[src/rtl/cpu_control_fsm.sv]
// Multi-cycle control sequencer for the 16-bit CPU datapath: steps each instruction through
// fetch, decode, execute, memory and writeback and drives the datapath strobes.
module cpu_control_fsm #(
  parameter int unsigned MEM_WAIT = 1,
  parameter int unsigned CNT_W    = 16
) (
  input  logic             clk,
  input  logic             reset,
  input  logic             en,
  input  logic [1:0]       instr_type,
  input  logic             RI_out,
  input  logic [7:0]       instruction_out,
  output logic             ir_load,
  output logic             pc_en,
  output logic             alu_b_sel,
  output logic             flag_we,
  output logic             reg_we,
  output logic             wb_sel,
  output logic             mem_en,
  output logic             mem_we,
  output logic             illegal,
  output logic [2:0]       state,
  output logic [CNT_W-1:0] retired
);

  typedef enum logic [2:0] {
    StIdle   = 3'd0,
    StFetch  = 3'd1,
    StDecode = 3'd2,
    StExec   = 3'd3,
    StMem    = 3'd4,
    StWb     = 3'd5
  } state_e;

  localparam logic [7:0] OpCmp    = 8'b0000_1011;
  localparam logic [3:0] WaitInit = 4'(MEM_WAIT - 1);

  state_e           state_q, state_d;
  logic [3:0]       wait_q, wait_d;
  logic [CNT_W-1:0] retired_q;
  logic             ri_q, cmp_q, store_q, load_q;
  logic             dec_load, retire;

  always_ff @(posedge clk or posedge reset) begin
    if (reset) begin
      state_q   <= StIdle;
      wait_q    <= '0;
      retired_q <= '0;
      ri_q      <= 1'b0;
      cmp_q     <= 1'b0;
      store_q   <= 1'b0;
      load_q    <= 1'b0;
    end else begin
      state_q <= state_d;
      wait_q  <= wait_d;
      if (retire) begin
        retired_q <= retired_q + 1'b1;
      end
      if (dec_load) begin
        ri_q    <= RI_out;
        cmp_q   <= (instruction_out == OpCmp);
        store_q <= (instr_type == 2'b01);
        load_q  <= (instr_type == 2'b10);
      end
    end
  end

  always_comb begin
    state_d   = state_q;
    wait_d    = wait_q;
    dec_load  = 1'b0;
    retire    = 1'b0;
    ir_load   = 1'b0;
    pc_en     = 1'b0;
    alu_b_sel = 1'b0;
    flag_we   = 1'b0;
    reg_we    = 1'b0;
    wb_sel    = 1'b0;
    mem_en    = 1'b0;
    mem_we    = 1'b0;
    illegal   = 1'b0;

    case (state_q)
      StIdle: state_d = StFetch;
      StFetch: begin
        ir_load = 1'b1;
        state_d = StDecode;
      end
      StDecode: begin
        // X/Z on instr_type falls to the default arm and is treated as illegal.
        case (instr_type)
          2'b00: begin
            dec_load = 1'b1;
            state_d  = StExec;
          end
          2'b01, 2'b10: begin
            dec_load = 1'b1;
            wait_d   = WaitInit;
            state_d  = StMem;
          end
          default: begin
            illegal = 1'b1;
            pc_en   = 1'b1;
            state_d = StFetch;
          end
        endcase
      end
      StExec: begin
        alu_b_sel = ri_q;
        flag_we   = 1'b1;
        if (cmp_q) begin
          pc_en   = 1'b1;
          retire  = 1'b1;
          state_d = StFetch;
        end else begin
          state_d = StWb;
        end
      end
      StMem: begin
        mem_en = 1'b1;
        mem_we = store_q;
        if (wait_q == '0) begin
          if (store_q) begin
            pc_en   = 1'b1;
            retire  = 1'b1;
            state_d = StFetch;
          end else begin
            state_d = StWb;
          end
        end else begin
          wait_d = wait_q - 1'b1;
        end
      end
      StWb: begin
        reg_we    = 1'b1;
        wb_sel    = load_q;
        alu_b_sel = ri_q;
        pc_en     = 1'b1;
        retire    = 1'b1;
        state_d   = StFetch;
      end
      default: state_d = StIdle;
    endcase

    // Stall: freeze everything, but still pull unreachable encodings back to IDLE.
    if (!en) begin
      wait_d    = wait_q;
      dec_load  = 1'b0;
      retire    = 1'b0;
      ir_load   = 1'b0;
      pc_en     = 1'b0;
      alu_b_sel = 1'b0;
      flag_we   = 1'b0;
      reg_we    = 1'b0;
      wb_sel    = 1'b0;
      mem_en    = 1'b0;
      mem_we    = 1'b0;
      illegal   = 1'b0;
      if (state_q <= StWb) begin
        state_d = state_q;
      end
    end
  end

  assign state   = state_q;
  assign retired = retired_q;

endmodule

[config.mk]
export PLATFORM = sky130hd
export DESIGN_NAME = cpu_control_fsm
export DESIGN_NICKNAME = d
export VERILOG_FILES = /design/src/rtl/cpu_control_fsm.sv
export SDC_FILE = /design/constraint.sdc
export NUM_CORES = 1
export LEC_CHECK = 0
export BUFFER_PORTS_ARGS = -buffer_cell sky130_fd_sc_hd__buf_4
export CAP_MARGIN = 10
export CORE_MARGIN = 2
export CORE_UTILIZATION = 40
export DETAILED_ROUTE_END_ITERATION = 10
export PLACE_DENSITY = 0.65
export SYNTH_ARGS = -nofsm -noshare
export SYNTH_HDL_FRONTEND = slang
export SYNTH_SLANG_ARGS = --single-unit
[constraint.sdc]
create_clock -name clk -period 1.9 [get_ports clk]
set_input_delay 0.285 -clock clk [delete_from_list [all_inputs] [get_ports clk]]
set_output_delay 0.285 -clock clk [all_outputs]
set_load 0.02 [all_outputs]
==> out/qor.yml, run 1 <==
detailed_routing:
  drtIter0Drc: 54
  first_pass_iters: 4
  via_per_inst: 5.51
  vias: 1504
  wl_per_cell_um: 16.2
  ant_nets: 0
  wirelength_um: 4420
  drc_errors: 0
min_path:
  hp-class: "primary input to async pin"
sta:
  finalSetupViolCount: 14
  hold_viol_final: 0
  fin_worst_skew_ps: 14.1
  tightest_slew_ps: 537
  rsz0062_at_grt: "true"
  period_needed_ps: 2090
  fin_ws_ps: -187
  fin_crit_sh: 1.10
  relSlewSlack: 0.640
  drv_slew: 0
  fmax_mhz: 479
critical_path:
  critPathKind: "flop to primary output"
  worst_ep_arrival_time_ps: 1800
  endpoint_kind: "primary output"
  path_buf_inv: 2
  reg2reg_slack_ps: -90
  cp_slowest_stage_delay_ps: 400
  critPathLaunchType: "flop"
  path_max_fanout: 2
  cp_slowest_cell: "or3b_4"
  crit_family: "simple AND/OR/NAND/NOR gates"
  critPathRequiredTime_ps: 1620
  cp_cell_sequence: "inv_2 > ha_4 > or3b_4 > nor3_4 > a221oi_2 > nor3b_2 > buf_4"
clocking:
  cts_buffers: 3
  clk_latency_ps: 290
  cts_tree: "yes"
  clk_pin_slew_ps: 110
  cts_buffer_depth: 2
  root_buffer: "clkbuf_8"
  cts_sinks: 27
  cts_max_level: 1
placed_design:
  globalplace.congestion: 0.864
  hpwlAfterDp_um: 2880
  portBuffers: 41
  dpl_worst_slack_ps: 5.63
  place_area_sq_um: 2130
  dpl.cell_count: 261
grt:
  grt_pass1_wl_um: 7330
  grt_usage: 0.185
  grt_pass1_vias: 1508
  overflow: 0
  grt_antenna_before_repair: 0
  grt_start_max_net_pins: 28
synth:
  syn-cell-area_sq_um: 1710
  synth_ff_type: "dfrtp_1"
  ys_seq_area_frac: 0.396
  synth_compound_area_frac: 0.164
  synth_xor_area_frac: 0.0770
  synth_top_family_by_area: "simple AND/OR/NAND/NOR gates"
  synth_mux_area_frac: 0.0381
  synth-simple-area-share: 0.203
  yosys_warnings: 0
  synth_fa_ha_area_frac: 0.0660
  synth_edf_count: 0
  avgSynthCellArea_sq_um: 10.2
  syn_nets: 190
  postSynthCellCount: 167
  ys_types: 49
  synth_seq_cells: 27
  async_flop_share: 1.00
floorplan:
  pin_count: 42
  dieArea_sq_um: 4810
  die_w_um: 69.3
  initial_core_util: 0.421
  core_sq_um: 4060
  rows: 23
  die_h_um: 69.3
pwr:
  ir_drop_v: 0.000394
  power_leakage_nw: 1.06
  power_density_nw_per_um2: 1010
  total_power_mw: 2.47
cells_and_area:
  drive_above_1_share: 0.439
  stdcell_count: 273
  final_nets: 247
  n_antenna_cell: 0
  fin_area_sq_um: 2440
  syn_to_final_growth_pct: 43.2
outcome:
  failed_checks: "negative setup slack"
  status: "finished, violations left"
job:
  maxCapViolations: 0
-- per-stage QoR --
step | setup TNS [ps] | utilization | hold WS [ps]
2_1_floorplan | 0 | - | 338
3_3_place_gp | 0 | 0.524 | 379
3_5_place_dp | 0 | 0.524 | 381
4_1_cts | -568 | 0.563 | 67.3
5_1_grt | -1750 | 0.602 | 69.7
6_report | -576 | 0.602 | 45.2
-- cells in the mapped netlist, types with 2 or more instances --
library cell | number | area (sq um)
dfrtp_1 | 27 | 676
xnor2_1 | 15 | 131
inv_1 | 11 | 41.3
nand2_1 | 10 | 37.5
ha_1 | 9 | 113
nor2_1 | 9 | 33.8
o211ai_1 | 7 | 52.6
o21ai_0 | 6 | 30.0
nor3_1 | 5 | 25.0
and2_1 | 4 | 25.0
nand3b_1 | 4 | 30.0
o2111ai_1 | 4 | 35.0
and3_1 | 3 | 18.8
and4_1 | 3 | 26.3
buf_2 | 3 | 15.0
buf_4 | 3 | 22.5
mux2_2 | 3 | 33.8
nand3_1 | 3 | 15.0
o2111ai_2 | 3 | 45.0
mux2i_1 | 2 | 20.0
nand2b_1 | 2 | 12.5
nand4_1 | 2 | 12.5
nor3b_1 | 2 | 15.0
o21a_1 | 2 | 15.0
-- cell families (layout without fill, tap and decap cells) --
group           Yosys count  in the layout
fa+ha+maj                 9              9
flops                    27             27
mux                       6              6
xor+xnor                 15             15
simple gates             56             56
compound gates           35             35
buf+inv                  19             75
-- timing repair --
item                       4_1_cts  5_1_grt
gates cloned                     1        0
hold buffers                     0        0
buffers inserted                 5        2
hold endpoints to repair         0        0
setup endpoints to repair        2       19
resized for setup                9       27
pin swaps                        1        8
-- state kept, by name (all words and copies together) (netlist names) --
name / count
cmp_q: 1
load_q: 1
retired: 16
ri_q: 1
state: 3
store_q: 1
wait_q: 4
-- layout make-up --
type	instances	area, sq um
clock buffers	3	41.3
clock inverters	1	7.51
fillers	324	1610
inverters	11	41.3
multi-input cells	121	1120
flip-flops and latches	27	679
well taps	50	62.6
repair buffers	60	490
-- metal layers --
| metal | track usage | wire length (um) | share of wire |
|---|---|---|---|
| met1 | 0.236 | 1960 | 0.44 |
| met2 | 0.315 | 2250 | 0.51 |
| met3 | 0.0218 | 123 | 0.028 |
| met4 | 0.0784 | 93 | 0.021 |
| met5 | 0 | 0 | 0 |
-- power breakdown --
part           switching [mW]  internal, mW
combinational           0.647         0.609
clock                   0.205         0.150
sequential              0.158         0.703
total                    1.01          1.46
-- final timing paths --
kind                             start     endpoint  cells after the start
min reg2reg                retired[15]  retired[15]                      1
min in group clk                RI_out         ri_q                      2
max reg2reg                  wait_q[0]   retired[1]                      8
min                              reset  retired[13]                      3
max in group asynchronous        reset     state[0]                      3
max                          wait_q[0]        pc_en                      7
-- worst reg2reg max path, cell delays in order, from the launching register on --
cell and delay (ps):
dfrtp_1 390, inv_2 80, ha_4 130, or3b_4 400
buf_6 140, nor3_4 180, buf_12 190, o21ai_4 70
mux2_4 300
-- placed cells by master, fill, tap and decap left out, drive strengths merged, types with 4 or more instances in the layout --
cell type,Yosys,routed
nor2,9,9
nor3,7,7
nand3b,4,4
ha,9,9
o2111ai,7,7
dfrtp,27,27
buf,7,60
xnor2,15,15
o21ai,8,8
and2,4,4
nand2,10,10
inv,11,11
mux2,4,4
o211ai,7,7
Note: power is estimated with default switching activity, not from simulation.
==> inputs of run 2 (changes only) <==
Settings changed: HOLD_SLACK_MARGIN from default to 0.1.
==> out/qor.yml, run 2 (same netlist as run 1, synthesis figures left out) <==
sta:
  tightest_slew_ps: 537
  fin_ws_ps: -187
  drv_slew: 0
  period_needed_ps: 2090
  hold_viol_final: 0
  rsz0062_at_grt: "true"
  hold_ws_ps: 236
  fin_worst_skew_ps: 14.2
  fmax_mhz: 479
  fin_tns_setup_ps: -568
  relSlewSlack: 0.640
  finalSetupViolCount: 14
  fin_crit_sh: 1.10
floorplan:
  die_w_um: 69.3
  pin_count: 42
  die_h_um: 69.3
  initial_core_util: 0.421
  dieArea_sq_um: 4810
  core_sq_um: 4060
  rows: 23
detailed_routing:
  met1_length_um: 1930
  wl_met2_um: 2260
  via_per_inst: 5.51
  wl_per_cell_um: 16.1
  drtIter0Drc: 57
  vias: 1511
  drc_errors: 0
  ant_nets: 0
  wl_met3_um: 149
  top_layer_used: "met4"
  first_pass_iters: 4
  wirelength_um: 4420
cells_and_area:
  drive_above_1_share: 0.438
  fin_area_sq_um: 2450
  utilization: 0.605
  final_cell_mix: "buf_4, dfrtp_1, xnor2_1, nand2_1, inv_1"
  final_common_cell: "buf_4"
  n_antenna_cell: 0
  final_nets: 248
  stdcell_count: 274
  fill_cells: 325
  largest_reg_flops: 16
  syn_to_final_growth_pct: 43.8
placed_design:
  globalplace.congestion: 0.864
  place_area_sq_um: 2130
  portBuffers: 41
  dpl_worst_slack_ps: 5.63
  hpwlAfterDp_um: 2880
  dpl.cell_count: 261
clocking:
  cts_tree: "yes"
  cts_max_level: 1
  cts_sinks: 27
  cts_buffer_depth: 2
  clk_latency_ps: 290
  clk_pin_slew_ps: 90
  cts_buffers: 3
  root_buffer: "clkbuf_8"
critical_path:
  worst_ep_arrival_time_ps: 1800
  endpoint_kind: "primary output"
  path_max_fanout: 2
  critPathLaunchType: "flop"
  reg2regPathDepth: 8
  critPathKind: "flop to primary output"
  critPathRequiredTime_ps: 1620
grt:
  grt_pass1_wl_um: 7330
  grt_antenna_before_repair: 0
  overflow: 0
  grt_start_max_net_pins: 28
  grt_usage: 0.185
  grt_pass1_vias: 1508
pwr:
  power_leakage_nw: 1.06
  switching_share: 0.409
  total_power_mw: 2.47
  power_density_nw_per_um2: 1010
  ir_drop_v: 0.000394
  seqPwrFrac: 0.348
  switching_power_mw: 1.01
  p_int_mw: 1.46
  clock_power_share: 0.144
  comb_power_share: 0.508
outcome:
  failed_checks: "negative setup slack"
  status: "finished, violations left"
job:
  maxCapViolations: 0
min_path:
  hp-class: "primary input to flop"
  holdPathStages: 2
[run 2: cell count changes in the layout (fill, tap and decap cells not counted), sizes merged]
cell	previous run	this run
dlygate4sd3	0	1
[run 2: worst paths after layout]
check,startpoint,endpoint,slack (ps)
max reg2reg,wait_q[0],retired[1],-90
min reg2reg,retired[15],retired[15],470
min in group asynchronous,reset,retired[13],600
max in group asynchronous,reset,state[0],1000
max,wait_q[0],pc_en,-190
min,RI_out,ri_q,240
[run 2: what timing repair did]
action | CTS | global route
gates cloned | 1 | 0
resized for setup | 9 | 27
endpoints found under the hold margin | 27 | 0
endpoints found under the setup margin | 2 | 19
setup buffers | 5 | 2
pin swaps | 1 | 8
hold buffers | 1 | 0
[run 2: power groups by stage]
stage	Combinational, mW	Sequential, mW	Clock [mW]
after global routing	1.35	0.889	0.385
after floorplan	0.627	0.874	0
final	1.26	0.861	0.355
after CTS	1.17	0.844	0.355
after global placement	0.969	0.848	0
after detailed placement	0.999	0.854	0
[run 2: per-layer routing]
layer,track usage,up-vias
met5,0,-
met4,0.0784,0
met3,0.0218,7
met2,0.315,38
met1,0.236,736
li1,-,730
[run 2: area by class of cell]
type                            count  area [sq um]  share of cell area
Inverter                           11          41.3              0.0168
Multi-Input combinational cell    121          1120               0.457
Clock buffer                        3          41.3              0.0168
Tap cell                           50          62.6              0.0255
Sequential cell                    27           679               0.277
Timing Repair Buffer               61           500               0.204
Clock inverter                      1          7.51             0.00306
[run 2: critical path, cell delays in order (launching register included)]
cell      delay (ps)
dfrtp_1          390
inv_2             80
ha_4             130
or3b_4           400
nor3_4           140
a221oi_2          50
nor3b_2          160
buf_4            160
==> inputs of run 3 (changes only) <==
Settings changed: SKIP_LAST_GASP from default to 1.
==> out/qor.yml, run 3 (same netlist as run 1, synthesis figures left out) <==
outcome:
  status: "finished, violations left"
  failed_checks: "negative setup slack"
clocking:
  cts_buffer_depth: 2
  cts_buffers: 3
  cts_max_level: 1
  clk_pin_slew_ps: 90
  root_buffer: "clkbuf_8"
  cts_sinks: 27
  clk_latency_ps: 290
  cts_tree: "yes"
cells_and_area:
  n_antenna_cell: 0
  final_cell_mix: "buf_4, dfrtp_1, xnor2_1, nand2_1, inv_1"
  syn_to_final_growth_pct: 42.8
  drive_above_1_share: 0.424
  fin_area_sq_um: 2440
  utilization: 0.601
  largest_reg_flops: 16
  final_nets: 248
  final_common_cell: "buf_4"
  stdcell_count: 274
critical_path:
  critPathKind: "flop to primary output"
  critPathLaunchType: "flop"
  reg2regPathDepth: 8
  endpoint_kind: "primary output"
  critPathRequiredTime_ps: 1620
  path_max_fanout: 2
  r2r-end: "retired[1]"
  reg2reg_slack_ps: -90
  r2r_start: "wait_q[0]"
  worst_ep_arrival_time_ps: 1800
floorplan:
  dieArea_sq_um: 4810
  die_h_um: 69.3
  core_sq_um: 4060
  initial_core_util: 0.421
  rows: 23
  pin_count: 42
  die_w_um: 69.3
sta:
  fin_worst_skew_ps: 10.9
  relSlewSlack: 0.640
  hold_viol_final: 0
  period_needed_ps: 2090
  finalSetupViolCount: 13
  fmax_mhz: 479
  drv_slew: 0
  tightest_slew_ps: 537
  fin_crit_sh: 1.10
  fin_ws_ps: -189
  hold_ws_ps: 232
  rsz0062_at_grt: "true"
pwr:
  ir_drop_v: 0.000384
  total_power_mw: 2.45
  power_density_nw_per_um2: 1000
  power_leakage_nw: 1.06
detailed_routing:
  via_per_inst: 5.55
  first_pass_iters: 4
  wl_per_cell_um: 16.1
  ant_nets: 0
  drtIter0Drc: 56
  vias: 1520
  drc_errors: 0
  wirelength_um: 4400
placed_design:
  hpwlAfterDp_um: 2880
  portBuffers: 41
  dpl.cell_count: 261
  place_area_sq_um: 2130
  globalplace.congestion: 0.864
grt:
  grt_pass1_wl_um: 7280
  overflow: 0
  grt_pass1_vias: 1501
  grt_antenna_before_repair: 0
  grt_start_max_net_pins: 28
  grt_usage: 0.183
job:
  maxCapViolations: 0
min_path:
  whs_endpoint: "ri_q"
  holdPathStages: 2
  hp-class: "primary input to flop"
  worstHoldStart: "RI_out"
-- run 3: power by group --
| part | internal [mW] | switching [mW] | total (mW) |
|---|---|---|---|
| sequential | 0.700 | 0.157 | 0.858 |
| clock | 0.150 | 0.208 | 0.357 |
| combinational | 0.604 | 0.627 | 1.23 |
-- run 3: how the worst max path moves through the flow --
stage / from / end
2_1_floorplan: wait_q[0] / pc_en
3_3_place_gp: wait_q[1] / pc_en
3_5_place_dp: wait_q[1] / retired[1]
4_1_cts: wait_q[0] / pc_en
5_1_grt: wait_q[0] / pc_en
6_report: wait_q[0] / pc_en
-- run 3: final cells by class --
type / instances / area (sq um)
inverter: 11 / 41.3
tap: 50 / 62.6
clock inverter: 1 / 7.51
timing repair buffer: 61 / 500
clock buffer: 3 / 41.3
multi-input combinational: 121 / 1110
fill: 331 / 1620
sequential: 27 / 678
-- run 3: layer usage --
layer  share of wire  up-vias  wire length (um)  track usage
li1                -      728                 -            -
met3           0.031        7               135       0.0218
met2            0.51       42              2240        0.311
met5               0        -                 0            0
met4           0.021        0                93       0.0784
met1            0.44      743              1940        0.235
-- run 3: metrics by stage --
stage / setup WS [ps] / TNS (ps)
2_1_floorplan: 66.4 / 0
3_3_place_gp: 57.4 / 0
3_5_place_dp: 5.63 / 0
4_1_cts: -167 / -569
5_1_grt: -248 / -1600
6_report: -189 / -544
-- run 3: critical path, cell delays in order, from the launching register on --
cell	delay [ps]
dfrtp_1	400
inv_2	80
ha_4	130
or3b_4	400
nor3_2	120
a221oi_1	70
nor3b_2	160
buf_4	160
-- run 3: timing repair --
item / in CTS / in global routing
cloned: 1 / 0
hold buffers: 1 / 0
setup buffers: 5 / 2
resized for setup: 8 / 24
endpoints found under the setup margin: 2 / 20
endpoints found under the hold margin: 27 / 0
pin swaps: 1 / 8
